==> src/rtl/prog_loader_pkg.sv <==
// Shared types and constants for the byte-serial program loader.
// Optional checksum support is enabled by defining PROG_LOADER_CHECKSUM_EN.
package prog_loader_pkg;

    typedef enum logic [2:0] {
        StIdle,
        StCount,
        StHi,
        StLo,
        StChk,
        StDone,
        StErr
    } state_e;

    localparam int unsigned WORD_BYTES = 2;
    localparam int unsigned COUNT_W    = 9;
    // A header of 0 requests a full 256-word program.
    localparam logic [COUNT_W-1:0] FULL_COUNT = 9'd256;

endpackage

==> src/rtl/strobe_sync.sv <==
// Two-flop synchroniser for the asynchronous byte strobe, followed by a
// rising-edge detector that emits a single-cycle accept pulse.
module strobe_sync (
    input  logic clk,
    input  logic rst_n,
    input  logic strobe,
    output logic accept
);

    logic s1_q, s2_q, s3_q;

    always_ff @(posedge clk) begin
        if (!rst_n) begin
            s1_q <= 1'b0;
            s2_q <= 1'b0;
            s3_q <= 1'b0;
        end else begin
            s1_q <= strobe;
            s2_q <= s1_q;
            s3_q <= s2_q;
        end
    end

    assign accept = s2_q & ~s3_q;

endmodule

==> src/rtl/prog_loader.sv <==
// Byte-serial program loader: header N, then N words hi byte first, written to
// instruction memory from address 0. Define PROG_LOADER_CHECKSUM_EN for a trailing XOR check byte.
module prog_loader
    import prog_loader_pkg::*;
#(
    parameter int unsigned ADDR_W = 8,
    parameter int unsigned DATA_W = 16
) (
    input  logic              clk,
    input  logic              rst_n,
    input  logic              load_en,
    input  logic [7:0]        byte_in,
    input  logic              byte_strobe,
    output logic              mem_we,
    output logic [ADDR_W-1:0] mem_waddr,
    output logic [DATA_W-1:0] mem_wdata,
    output logic              cpu_hold,
    output logic              load_done,
    output logic              load_err
);

    localparam int unsigned BYTE_W = DATA_W / WORD_BYTES;

    state_e               state_q, state_d;
    logic                 load_en_q;
    logic [ADDR_W-1:0]    addr_q, addr_d;
    logic [COUNT_W-1:0]   remaining_q, remaining_d;
    logic [BYTE_W-1:0]    hi_q, hi_d;
    logic                 we_d;
    logic [ADDR_W-1:0]    waddr_d;
    logic [DATA_W-1:0]    wdata_d;
    logic                 hold_d, done_d, err_d;
    logic                 accept;
    logic                 load_rise;
`ifdef PROG_LOADER_CHECKSUM_EN
    logic [7:0]           xor_q, xor_d;
`endif

    strobe_sync u_strobe_sync (
        .clk    (clk),
        .rst_n  (rst_n),
        .strobe (byte_strobe),
        .accept (accept)
    );

    assign load_rise = load_en & ~load_en_q;

    always_ff @(posedge clk) begin
        if (!rst_n) begin
            state_q     <= StIdle;
            load_en_q   <= 1'b0;
            addr_q      <= '0;
            remaining_q <= '0;
            hi_q        <= '0;
            mem_we      <= 1'b0;
            mem_waddr   <= '0;
            mem_wdata   <= '0;
            cpu_hold    <= 1'b0;
            load_done   <= 1'b0;
            load_err    <= 1'b0;
`ifdef PROG_LOADER_CHECKSUM_EN
            xor_q       <= '0;
`endif
        end else begin
            state_q     <= state_d;
            load_en_q   <= load_en;
            addr_q      <= addr_d;
            remaining_q <= remaining_d;
            hi_q        <= hi_d;
            mem_we      <= we_d;
            mem_waddr   <= waddr_d;
            mem_wdata   <= wdata_d;
            cpu_hold    <= hold_d;
            load_done   <= done_d;
            load_err    <= err_d;
`ifdef PROG_LOADER_CHECKSUM_EN
            xor_q       <= xor_d;
`endif
        end
    end

    always_comb begin
        state_d     = state_q;
        addr_d      = addr_q;
        remaining_d = remaining_q;
        hi_d        = hi_q;
        we_d        = 1'b0;
        waddr_d     = mem_waddr;
        wdata_d     = mem_wdata;
`ifdef PROG_LOADER_CHECKSUM_EN
        xor_d       = xor_q;
`endif
        unique case (state_q)
            StIdle, StDone, StErr: begin
                // Strobes are ignored here; only a fresh load_en edge starts a session.
                if (load_rise) begin
                    state_d = StCount;
                    addr_d  = '0;
`ifdef PROG_LOADER_CHECKSUM_EN
                    xor_d   = '0;
`endif
                end
            end
            StCount: begin
                if (!load_en) begin
                    state_d = StErr;
                end else if (accept) begin
                    remaining_d = (byte_in == 8'd0) ? FULL_COUNT : {1'b0, byte_in};
                    state_d     = StHi;
                end
            end
            StHi: begin
                if (!load_en) begin
                    state_d = StErr;
                end else if (accept) begin
                    hi_d    = byte_in;
                    state_d = StLo;
`ifdef PROG_LOADER_CHECKSUM_EN
                    xor_d   = xor_q ^ byte_in;
`endif
                end
            end
            StLo: begin
                // Abort takes priority over a coincident byte: no write.
                if (!load_en) begin
                    state_d = StErr;
                end else if (accept) begin
                    we_d        = 1'b1;
                    waddr_d     = addr_q;
                    wdata_d     = {hi_q, byte_in};
                    addr_d      = addr_q + ADDR_W'(1);
                    remaining_d = remaining_q - COUNT_W'(1);
`ifdef PROG_LOADER_CHECKSUM_EN
                    xor_d       = xor_q ^ byte_in;
                    state_d     = (remaining_q == COUNT_W'(1)) ? StChk : StHi;
`else
                    state_d     = (remaining_q == COUNT_W'(1)) ? StDone : StHi;
`endif
                end
            end
`ifdef PROG_LOADER_CHECKSUM_EN
            StChk: begin
                if (!load_en) begin
                    state_d = StErr;
                end else if (accept) begin
                    state_d = (byte_in == xor_q) ? StDone : StErr;
                end
            end
`endif
            default: state_d = StIdle;
        endcase
    end

    // Flags are registered from the next state so they line up with the final write.
    always_comb begin
        hold_d = 1'b0;
        done_d = 1'b0;
        err_d  = 1'b0;
        unique case (state_d)
            StCount, StHi, StLo, StChk: hold_d = 1'b1;
            StErr: begin
                hold_d = 1'b1;
                err_d  = 1'b1;
            end
            StDone:  done_d = 1'b1;
            default: hold_d = 1'b0;
        endcase
    end

endmodule

==> config.mk <==
export PLATFORM = sky130hd
export DESIGN_NAME = prog_loader
export DESIGN_NICKNAME = d
export VERILOG_FILES = /design/src/rtl/prog_loader_pkg.sv /design/src/rtl/strobe_sync.sv /design/src/rtl/prog_loader.sv
export SDC_FILE = /design/constraint.sdc
export NUM_CORES = 1
export LEC_CHECK = 0
export CAP_MARGIN = 40
export CORE_MARGIN = 2
export CORE_UTILIZATION = 55
export CTS_BUF_LIST = sky130_fd_sc_hd__clkbuf_8
export CTS_CLUSTER_SIZE = 16
export DETAILED_ROUTE_END_ITERATION = 8
export PLACE_DENSITY = 0.82
export SLEW_MARGIN = 20
export SYNTH_ARGS = -nofsm -noshare
export SYNTH_HDL_FRONTEND = slang
export SYNTH_SLANG_ARGS = --single-unit
==> constraint.sdc <==
create_clock -name clk -period 2.8 [get_ports clk]
set_clock_uncertainty 0.2 [all_clocks]
set_input_delay 0.56 -clock clk [delete_from_list [all_inputs] [get_ports clk]]
set_output_delay 0.56 -clock clk [all_outputs]
set_load 0.01 [all_outputs]
==> impl_metrics.csv, run 1 <==
group,metric,value,unit
power,power,1.758,mW
layout,fin_nets,370,
routing,wl_per_cell,13.89,um
die,dieArea,5411,um2
setup_path,rrSetupSlack,650,ps
timing,report.final.hold_viol_count,0,
routing,drc_errors,0,
logic_synthesis,synth.top_cell.area_share,45.13,%
layout,multi_input_area,1346,um2
die,die_h,73.56,um
hold_path,holdCritPathClass,"reg2reg",
die,rows,25,
grt,grt_pass1_wl,9.880,mm
place,place_hpwl,3.984,mm
place,io_buffers,39,
die,io_pins,40,
timing,worstMarginPinSlew,720.8,ps
layout,mostFrequentLayoutCells,"nand2_1 (61), dfxtp_1 (60), clkdlybuf4s50_1 (39)",
timing,final-max-slew-violation-count,0,
setup_path,worst_setup_path_end_kind,"flop",
logic_synthesis,async_reset_ff_share,0,%
timing,fmax,454.0,MHz
timing,fin_crit,2203,ps
logic_synthesis,syn-num-nets,331,
logic_synthesis,synthXorXnorAreaFrac,0.6582,%
logic_synthesis,synth_edf_count,0,
logic_synthesis,synth_area,2661,um2
outcome,status,"finished clean",
cts,cts_root_buf,"clkbuf_8",
cts,cts_inserted_buffers,9,
cts,postCtsHoldBufs,0,
logic_synthesis,synth.area.top_cells,"dfxtp_1 (45%), nand2_1 (8.6%), a21boi_0 (5.4%), mux2i_1 (3.4%), a21boi_1 (3.1%)",
logic_synthesis,synthSimpleGateAreaFrac,25.72,%
logic_synthesis,synth_cell_type_count,46,
logic_synthesis,yosys_warnings,0,
setup_path,cp.arrival,2260,ps
power,power_density,538.7,nW/um2
layout,drive_above_1_share,6.685,%
logic_synthesis,syn_inst,316,
layout,seq_area,1201,um2
layout,antenna_cells,0,
logic_synthesis,ys_ff_latch,60,
timing,max_slew_margin,51.84,%
layout,finalNonFillerCells,413,
cts,clock_path_buffers,2,
cts,cts_resized,0,
cts,clk_pin_slew,60,ps
timing,rsz0062_at_grt,"false",
setup_path,criticalPathCategory,"in2reg",
logic_synthesis,avgSynthCellArea,8.422,um2
timing,min_period_over_period,78.67,%
grt,track_usage,23.75,%
layout,nFillCells,381,
setup_path,required,2860,ps
cts,clock_latency,330,ps
setup_path,cp_max_fo,9,
timing,whs,248.7,ps
grt,gr-total-overflow,0,
grt,grt_pass1_vias,2178,
layout,final_common_cell,"nand2_1",
logic_synthesis,muxShareOfSynthArea,3.385,%
die,start_util,56.72,%
die,die_width,73.56,um
routing,drtPass1Iterations,4,
cts,cts_tree,"built",
cts,cts_sinks,60,
routing,routed_wirelength,5.737,mm
logic_synthesis,synth_top_area_cell,"dfxtp_1",
timing,fin_tns_setup,0,ps
cts,h-tree-depth,3,
die,coreArea,4692,um2
grt,antenna_found_initial,0,
logic_synthesis,yosys_most_used_dff,"dfxtp_1",
logic_synthesis,synth-adder-area-share,1.410,%
place,gp_congestion,0.8959,
place,placed_cells,398,
grt,grt_max_degree,27,
layout,syn2layout_area_growth,22.66,%
routing,via_count,2314,
setup_path,worst_setup_path_start_kind,"input port",
logic_synthesis,synth_top_family_by_area,"simple AND/OR/NAND/NOR gates",
logic_synthesis,synth-compound-area-share,19.42,%
routing,antenna_left,0,
timing,final-setup-viol-count,0,
layout,final_util,69.57,%
power,ir_drop,0.3719,mV
routing,via_per_inst,5.603,
flow_run,maxCapViolCount,0,
power,p_leak,1.227,nW
cts,post-cts-setup-buffer-count,0,
logic_synthesis,ys_seq_area_share,45.13,%
routing,drtIter0Drc,135,
[layer usage]
metal  wire [um]  track usage (%)  vias to the layer above
li1            -                -                     1165
met1        2667            30.33                     1091
met2        2755            38.00                       49
met3         246            6.310                        9
met4          67            9.697                        0
met5           0                0                        -
[cell families (layout without fill, tap and decap cells)]
| group | after synthesis | count (layout) |
|---|---|---|
| AND/OR/NAND/NOR | 139 | 139 |
| flip-flops | 60 | 60 |
| buffers and inverters | 26 | 69 |
| AO/OA/AOI/OAI | 77 | 77 |
| XOR/XNOR | 2 | 2 |
| adder cells (fa/ha/maj) | 3 | 3 |
| multiplexers | 9 | 9 |
[final cells by class]
| type | count | area share (%) |
|---|---|---|
| multi-input combinational | 230 | 41.24 |
| clock inverter | 4 | 0.5366 |
| inverter | 6 | 0.6899 |
| sequential | 60 | 36.80 |
| tap | 54 | 2.070 |
| timing repair buffer | 48 | 14.03 |
| clock buffer | 11 | 4.638 |
[path summary, 6_finish.rpt]
path / startpoint / end / depth (start not counted)
setup / recovery: load_en / addr_q[7]$_SDFFE_PN0P_ / 5
hold / removal: u_strobe_sync.s1_q$_SDFF_PN0_ / u_strobe_sync.s2_q$_SDFF_PN0_ / 1
setup reg to reg: state_q[1]$_SDFF_PN0_ / addr_q[7]$_SDFFE_PN0P_ / 4
hold reg to reg: u_strobe_sync.s1_q$_SDFF_PN0_ / u_strobe_sync.s2_q$_SDFF_PN0_ / 1
[registers in the layout, summed over array words and instances (netlist names)]
| register | count |
|---|---|
| u_strobe_sync.s1_q | 1 |
| remaining_q | 9 |
| cpu_hold | 1 |
| load_en_q | 1 |
| u_strobe_sync.s3_q | 1 |
| load_done | 1 |
| mem_wdata | 16 |
| u_strobe_sync.s2_q | 1 |
| addr_q | 8 |
| mem_we | 1 |
| state_q | 3 |
| mem_waddr | 8 |
| load_err | 1 |
| hi_q | 8 |
[synthesized netlist by cell type (6+ instances only)]
| master | instances |
|---|---|
| nor2_1 | 16 |
| o21ai_0 | 15 |
| nand3_1 | 8 |
| or3_1 | 7 |
| a21oi_1 | 15 |
| dfxtp_1 | 60 |
| a21boi_1 | 11 |
| mux2i_1 | 9 |
| clkbuf_1 | 12 |
| nand2_1 | 61 |
| and2_1 | 10 |
| buf_2 | 7 |
| nor2b_1 | 13 |
| inv_1 | 6 |
| a21boi_0 | 19 |
[power breakdown]
part           internal [mW]  leakage [nW]  switching (mW)
clock                  0.355        0.0976           0.317
sequential             0.872         0.485          0.0214
combinational         0.0893         0.645           0.104
total                   1.32          1.23           0.442
[stage by stage]
stage	setup slack, ps	area (um2)
6_report	597.1	3264
2_1_floorplan	842.3	2661
3_5_place_dp	264.2	3095
3_3_place_gp	319.0	3095
4_1_cts	609.8	3264
5_1_grt	458.3	3264
[critical path, cell delays in order]
cell and delay (ps):
clkdlybuf4s50_1 530, nor2b_1 320, a32oi_2 180, or4_1 540, a21oi_1 140
Power figures use the tool's default switching activity.
==> run 2, diff against run 1 <==
- clock period: 2.8 -> 2.1 ns (I/O delays scaled with it)
==> impl_metrics.csv, run 2 (same netlist as run 1, synthesis figures left out) <==
group,metric,value,unit
grt,grt_max_degree,56,
die,rows,25,
cts,postCtsHoldBufs,0,
setup_path,r2r-start,"remaining_q[0]$_SDFFE_PN0P_",
cts,post-cts-setup-buffer-count,0,
cts,clock_latency,340,ps
hold_path,hp-start,"u_strobe_sync.s1_q$_SDFF_PN0_",
die,die_h,73.56,um
timing,fmax,513.4,MHz
routing,via_count,2358,
timing,rsz0062_at_grt,"false",
cts,cts_resized,0,
place,post-place-ws,-131.7,ps
setup_path,cp.arrival,2030,ps
hold_path,min_to,"u_strobe_sync.s2_q$_SDFF_PN0_",
place,gp_congestion,0.8945,
setup_path,ff2ff_path_depth,4,
layout,fin_nets,385,
layout,seq_area,1201,um2
layout,largest_reg_flops,16,
setup_path,criticalPathCategory,"reg2reg",
setup_path,rrSetupSlack,150,ps
die,start_util,56.72,%
routing,drtIter0Drc,180,
routing,drc_errors,0,
timing,final-setup-viol-count,0,
power,p_leak,1.331,nW
power,ir_drop,0.6224,mV
timing,report.final.hold_viol_count,0,
die,die_width,73.56,um
grt,grt_pass1_vias,2274,
flow_run,maxCapViolCount,0,
routing,drtPass1Iterations,4,
setup_path,critPathMostFrequentCell,"or4_1",
die,coreArea,4692,um2
cts,cts_sinks,60,
cts,h-tree-depth,3,
setup_path,slowest_stage,"or4_1",
setup_path,cp_max_fo,6,
timing,min_period_over_period,92.75,%
layout,mostFrequentLayoutCells,"nand2_1 (61), dfxtp_1 (60), clkdlybuf4s50_1 (39)",
routing,antenna_left,0,
routing,routed_wirelength,5.843,mm
grt,antenna_found_initial,0,
timing,final-max-slew-violation-count,0,
timing,max_slew_margin,73.01,%
routing,wl_per_cell,13.62,um
hold_path,holdCritPathClass,"reg2reg",
cts,clk_pin_slew,70,ps
cts,clock_path_buffers,2,
layout,syn2layout_area_growth,29.71,%
layout,largest-register,"mem_wdata",
timing,fin_crit,1948,ps
timing,worstMarginPinSlew,401.1,ps
die,io_pins,40,
die,dieArea,5411,um2
setup_path,path_delay_family,"simple AND/OR/NAND/NOR gates",
setup_path,required,2180,ps
place,io_buffers,39,
setup_path,crit_chain,"or4_1, or4_1, a21oi_1, o21a_1",
outcome,status,"finished clean",
layout,biggestRegsByFlops,"mem_wdata x16, remaining_q x9",
routing,via_per_inst,5.497,
layout,nFillCells,362,
layout,final_common_cell,"nand2_1",
layout,multi_input_area,1346,um2
hold_path,holdPathStages,1,
cts,cts_root_buf,"clkbuf_8",
setup_path,r2r-end,"remaining_q[7]$_SDFFE_PN0P_",
cts,cts_tree,"built",
setup_path,worst_setup_path_end_kind,"flop",
power,power,2.481,mW
timing,setup_slack,152.2,ps
setup_path,crit_buf_inv,0,
grt,gr-total-overflow,0,
layout,antenna_cells,0,
cts,cts_inserted_buffers,9,
grt,grt_pass1_wl,10.21,mm
setup_path,worst_setup_path_start_kind,"flop",
setup_path,slowest_delay,620,ps
power,power_density,718.7,nW/um2
grt,track_usage,24.63,%
place,place_hpwl,3.965,mm
layout,drive_above_1_share,10.67,%
run 2: changes by cell type in the layout (fill, tap and decap cells not counted):
| cell | before | now |
|---|---|---|
| clkinv_4 | 0 | 1 |
| buf_4 | 9 | 20 |
| clkbuf_8 | 11 | 10 |
| buf_12 | 0 | 4 |
| bufinv_16 | 0 | 1 |
run 2: final cells by class:
cell class / count / area share, %
clock inverters: 6 / 1.631
multi-input cells: 230 / 39.00
flip-flops and latches: 60 / 34.80
inverters: 6 / 0.6524
well taps: 54 / 1.957
repair buffers: 63 / 17.98
clock buffers: 10 / 3.987
run 2: routing by layer:
| layer | part of all wire, % | vias up | routed length (um) | global-route usage (%) |
|---|---|---|---|---|
| met1 | 46 | 1091 | 2683 | 31.93 |
| met5 | 0 | - | 0 | 0 |
| met4 | 1.3 | 0 | 78 | 8.485 |
| met2 | 48 | 65 | 2809 | 39.19 |
| li1 | - | 1198 | - | - |
| met3 | 4.6 | 4 | 270 | 7.133 |
run 2: through the flow:
| stage | area, um2 | hold slack, ps | utilization [%] | setup TNS, ps | instances |
|---|---|---|---|---|---|
| after floorplan | 2661 | 211.9 | - | 0 | 316 |
| after global placement | 3258 | 217.6 | 69.44 | -230.0 | 413 |
| after detailed placement | 3258 | 223.3 | 69.44 | -595.8 | 413 |
| after CTS | 3452 | 240.2 | 73.57 | 0 | 429 |
| after global routing | 3452 | 265.8 | 73.57 | 0 | 429 |
| final | 3452 | 239.9 | 73.57 | 0 | 429 |
run 2: where the power goes:
part	internal, mW	switching (mW)	total [mW]	leakage (nW)
clock network	0.569	0.436	1.01	0.109
logic	0.142	0.145	0.286	0.737
registers	1.16	0.0263	1.19	0.485
total	1.87	0.607	2.48	1.33
run 2: how the worst max path moves through the flow:
stage                     slack [ps]  cells past startpoint                        start                           to
final                            150                      4  remaining_q[0]$_SDFFE_PN0P_  remaining_q[7]$_SDFFE_PN0P_
after global placement           -60                      5                      load_en       addr_q[7]$_SDFFE_PN0P_
after floorplan                  280                      5                      load_en       addr_q[7]$_SDFFE_PN0P_
after CTS                        170                      4  remaining_q[0]$_SDFFE_PN0P_  remaining_q[7]$_SDFFE_PN0P_
after detailed placement        -130                      6                      load_en       addr_q[3]$_SDFFE_PN0P_
after global routing              60                      4  remaining_q[0]$_SDFFE_PN0P_  remaining_q[7]$_SDFFE_PN0P_
run 2: worst reg2reg max path: stages, from the launching register on:
cell and delay [ps]:
dfxtp_1 360, or4_1 620, or4_1 420, a21oi_1 160, o21a_1 130
==> run 3, diff against run 2 <==
- CORE_UTILIZATION: 55 -> 53
- CTS_BUF_LIST: sky130_fd_sc_hd__clkbuf_8 -> sky130_fd_sc_hd__clkbuf_16
- HOLD_SLACK_MARGIN: not set -> 0.02
- PLACE_DENSITY: 0.82 -> 0.79
==> impl_metrics.csv, run 3 (same netlist as run 1, synthesis figures left out) <==
group,metric,value,unit
grt,track_usage,25.14,%
power,p_leak,1.384,nW
routing,drtPass1Iterations,5,
timing,worstMarginPinSlew,425.8,ps
grt,grt_pass1_wl,10.49,mm
power,ir_drop,0.8593,mV
timing,fin_tns_setup,0,ps
routing,wl_met3,314,um
power,p_int,2.336,mW
power,power_density,835.0,nW/um2
die,die_h,74.86,um
die,coreArea,4786,um2
timing,final-max-slew-violation-count,0,
grt,grt_max_degree,56,
timing,report.final.hold_viol_count,0,
setup_path,cp.arrival,2010,ps
power,combPwrFrac,9.9,%
setup_path,worst_setup_path_end_kind,"flop",
routing,wl_per_cell,14.32,um
setup_path,cp_max_fo,9,
layout,mostFrequentLayoutCells,"nand2_1 (60), dfxtp_1 (60), clkdlybuf4s50_1 (39)",
routing,dr_wl_met2,3.124,mm
timing,setup_slack,140.7,ps
cts,cts_tree,"built",
grt,gr-total-overflow,0,
setup_path,worst_setup_path_start_kind,"flop",
layout,biggestRegsByFlops,"mem_wdata x16, remaining_q x9",
layout,largest_reg_flops,16,
timing,rsz0062_at_grt,"false",
routing,via_per_inst,5.412,
place,place_hpwl,4.240,mm
routing,via_count,2403,
die,die_width,74.86,um
place,post-place-ws,-183.0,ps
routing,drc_errors,0,
setup_path,required,2150,ps
hold_path,holdCritPathClass,"reg2reg",
setup_path,criticalPathCategory,"reg2reg",
die,dieArea,5604,um2
power,clock_power_share,50.4,%
timing,max_slew_margin,71.52,%
layout,antenna_cells,0,
routing,antenna_left,0,
cts,clock_latency,330,ps
layout,drive_above_1_share,11.67,%
cts,clock_path_buffers,2,
cts,cts_root_buf,"clkbuf_16",
power,p_switching,0.6677,mW
routing,wl_met1,2.813,mm
layout,fin_nets,387,
cts,h-tree-depth,3,
timing,fmax,510.4,MHz
cts,cts_sinks,60,
power,swShare,22.23,%
setup_path,rrSetupSlack,140,ps
cts,cts_inserted_buffers,9,
cts,post-cts-setup-buffer-count,0,
routing,top_layer_used,"met4",
grt,grt_pass1_vias,2240,
cts,clk_pin_slew,50,ps
layout,syn2layout_area_growth,35.17,%
cts,postCtsHoldBufs,0,
die,rows,25,
outcome,status,"finished clean",
layout,final_util,75.16,%
timing,min_period_over_period,93.30,%
power,seqPwrFrac,39.7,%
place,io_buffers,39,
timing,fin_crit,1959,ps
flow_run,maxCapViolCount,0,
layout,nFillCells,356,
grt,antenna_found_initial,0,
die,start_util,55.61,%
place,gp_congestion,0.8876,
layout,largest-register,"mem_wdata",
timing,final-setup-viol-count,0,
die,io_pins,40,
routing,routed_wirelength,6.359,mm
routing,drtIter0Drc,126,
[run 3: changes by cell type in the layout (fill, tap and decap cells not counted), sizes merged]
cell / delta
clkinv: -1
buf: +2
clkbuf: -1
bufinv: +1
clkinvlp: +1
[run 3: per-stage QoR]
| step | power [mW] | cell area (um2) | std cells | hold slack [ps] |
|---|---|---|---|---|
| 2_1_floorplan | 1.390 | 2661 | 316 | 211.9 |
| 3_3_place_gp | 1.501 | 3277 | 428 | 213.4 |
| 3_5_place_dp | 1.507 | 3277 | 428 | 217.7 |
| 4_1_cts | 3.012 | 3586 | 444 | 228.8 |
| 5_1_grt | 3.100 | 3597 | 444 | 248.9 |
| 6_report | 3.004 | 3597 | 444 | 227.9 |
[run 3: power groups by stage]
stage               clock (mW)  sequential, mW  combinational (mW)
floorplan                    0            1.20               0.189
global placement             0            1.21               0.287
detailed placement           0            1.21               0.294
CTS                       1.53            1.19               0.296
global route              1.58            1.19               0.329
finish                    1.51            1.19               0.297
[run 3: worst paths after layout]
check | start | end | cells after the start
setup reg to reg | state_q[1]$_SDFF_PN0_ | addr_q[5]$_SDFFE_PN0P_ | 6
hold reg to reg | u_strobe_sync.s1_q$_SDFF_PN0_ | u_strobe_sync.s2_q$_SDFF_PN0_ | 1
hold / removal | u_strobe_sync.s1_q$_SDFF_PN0_ | u_strobe_sync.s2_q$_SDFF_PN0_ | 1
setup / recovery | state_q[1]$_SDFF_PN0_ | addr_q[5]$_SDFFE_PN0P_ | 6
[run 3: layer usage]
| metal | up-vias | global-route usage [%] |
|---|---|---|
| li1 | 1205 | - |
| met1 | 1120 | 31.97 |
| met2 | 68 | 41.13 |
| met3 | 10 | 5.622 |
| met4 | 0 | 10.71 |
| met5 | - | 0 |
[run 3: cell type report]
type                            count  area, um2  share of cell area [%]
Timing Repair Buffer               65      623.1                   17.32
Sequential cell                    60       1201                   33.39
Tap cell                           67      83.83                   2.330
Clock inverter                      7      83.83                   2.330
Inverter                            6      22.52                  0.6261
Multi-Input combinational cell    230       1358                   37.74
Clock buffer                        9      225.2                   6.261
[run 3: critical path: stages, from the launching register on]
cell	delay, ps
dfxtp_1	390
or3_1	390
o21ai_2	90
a32oi_2	130
buf_4	200
or3_1	340
a21oi_1	150
[run 3: repair_timing]
item / CTS / global route
gates resized for setup: 0 / 3
setup endpoints to repair: 0 / 5
hold endpoints to repair: 0 / 0
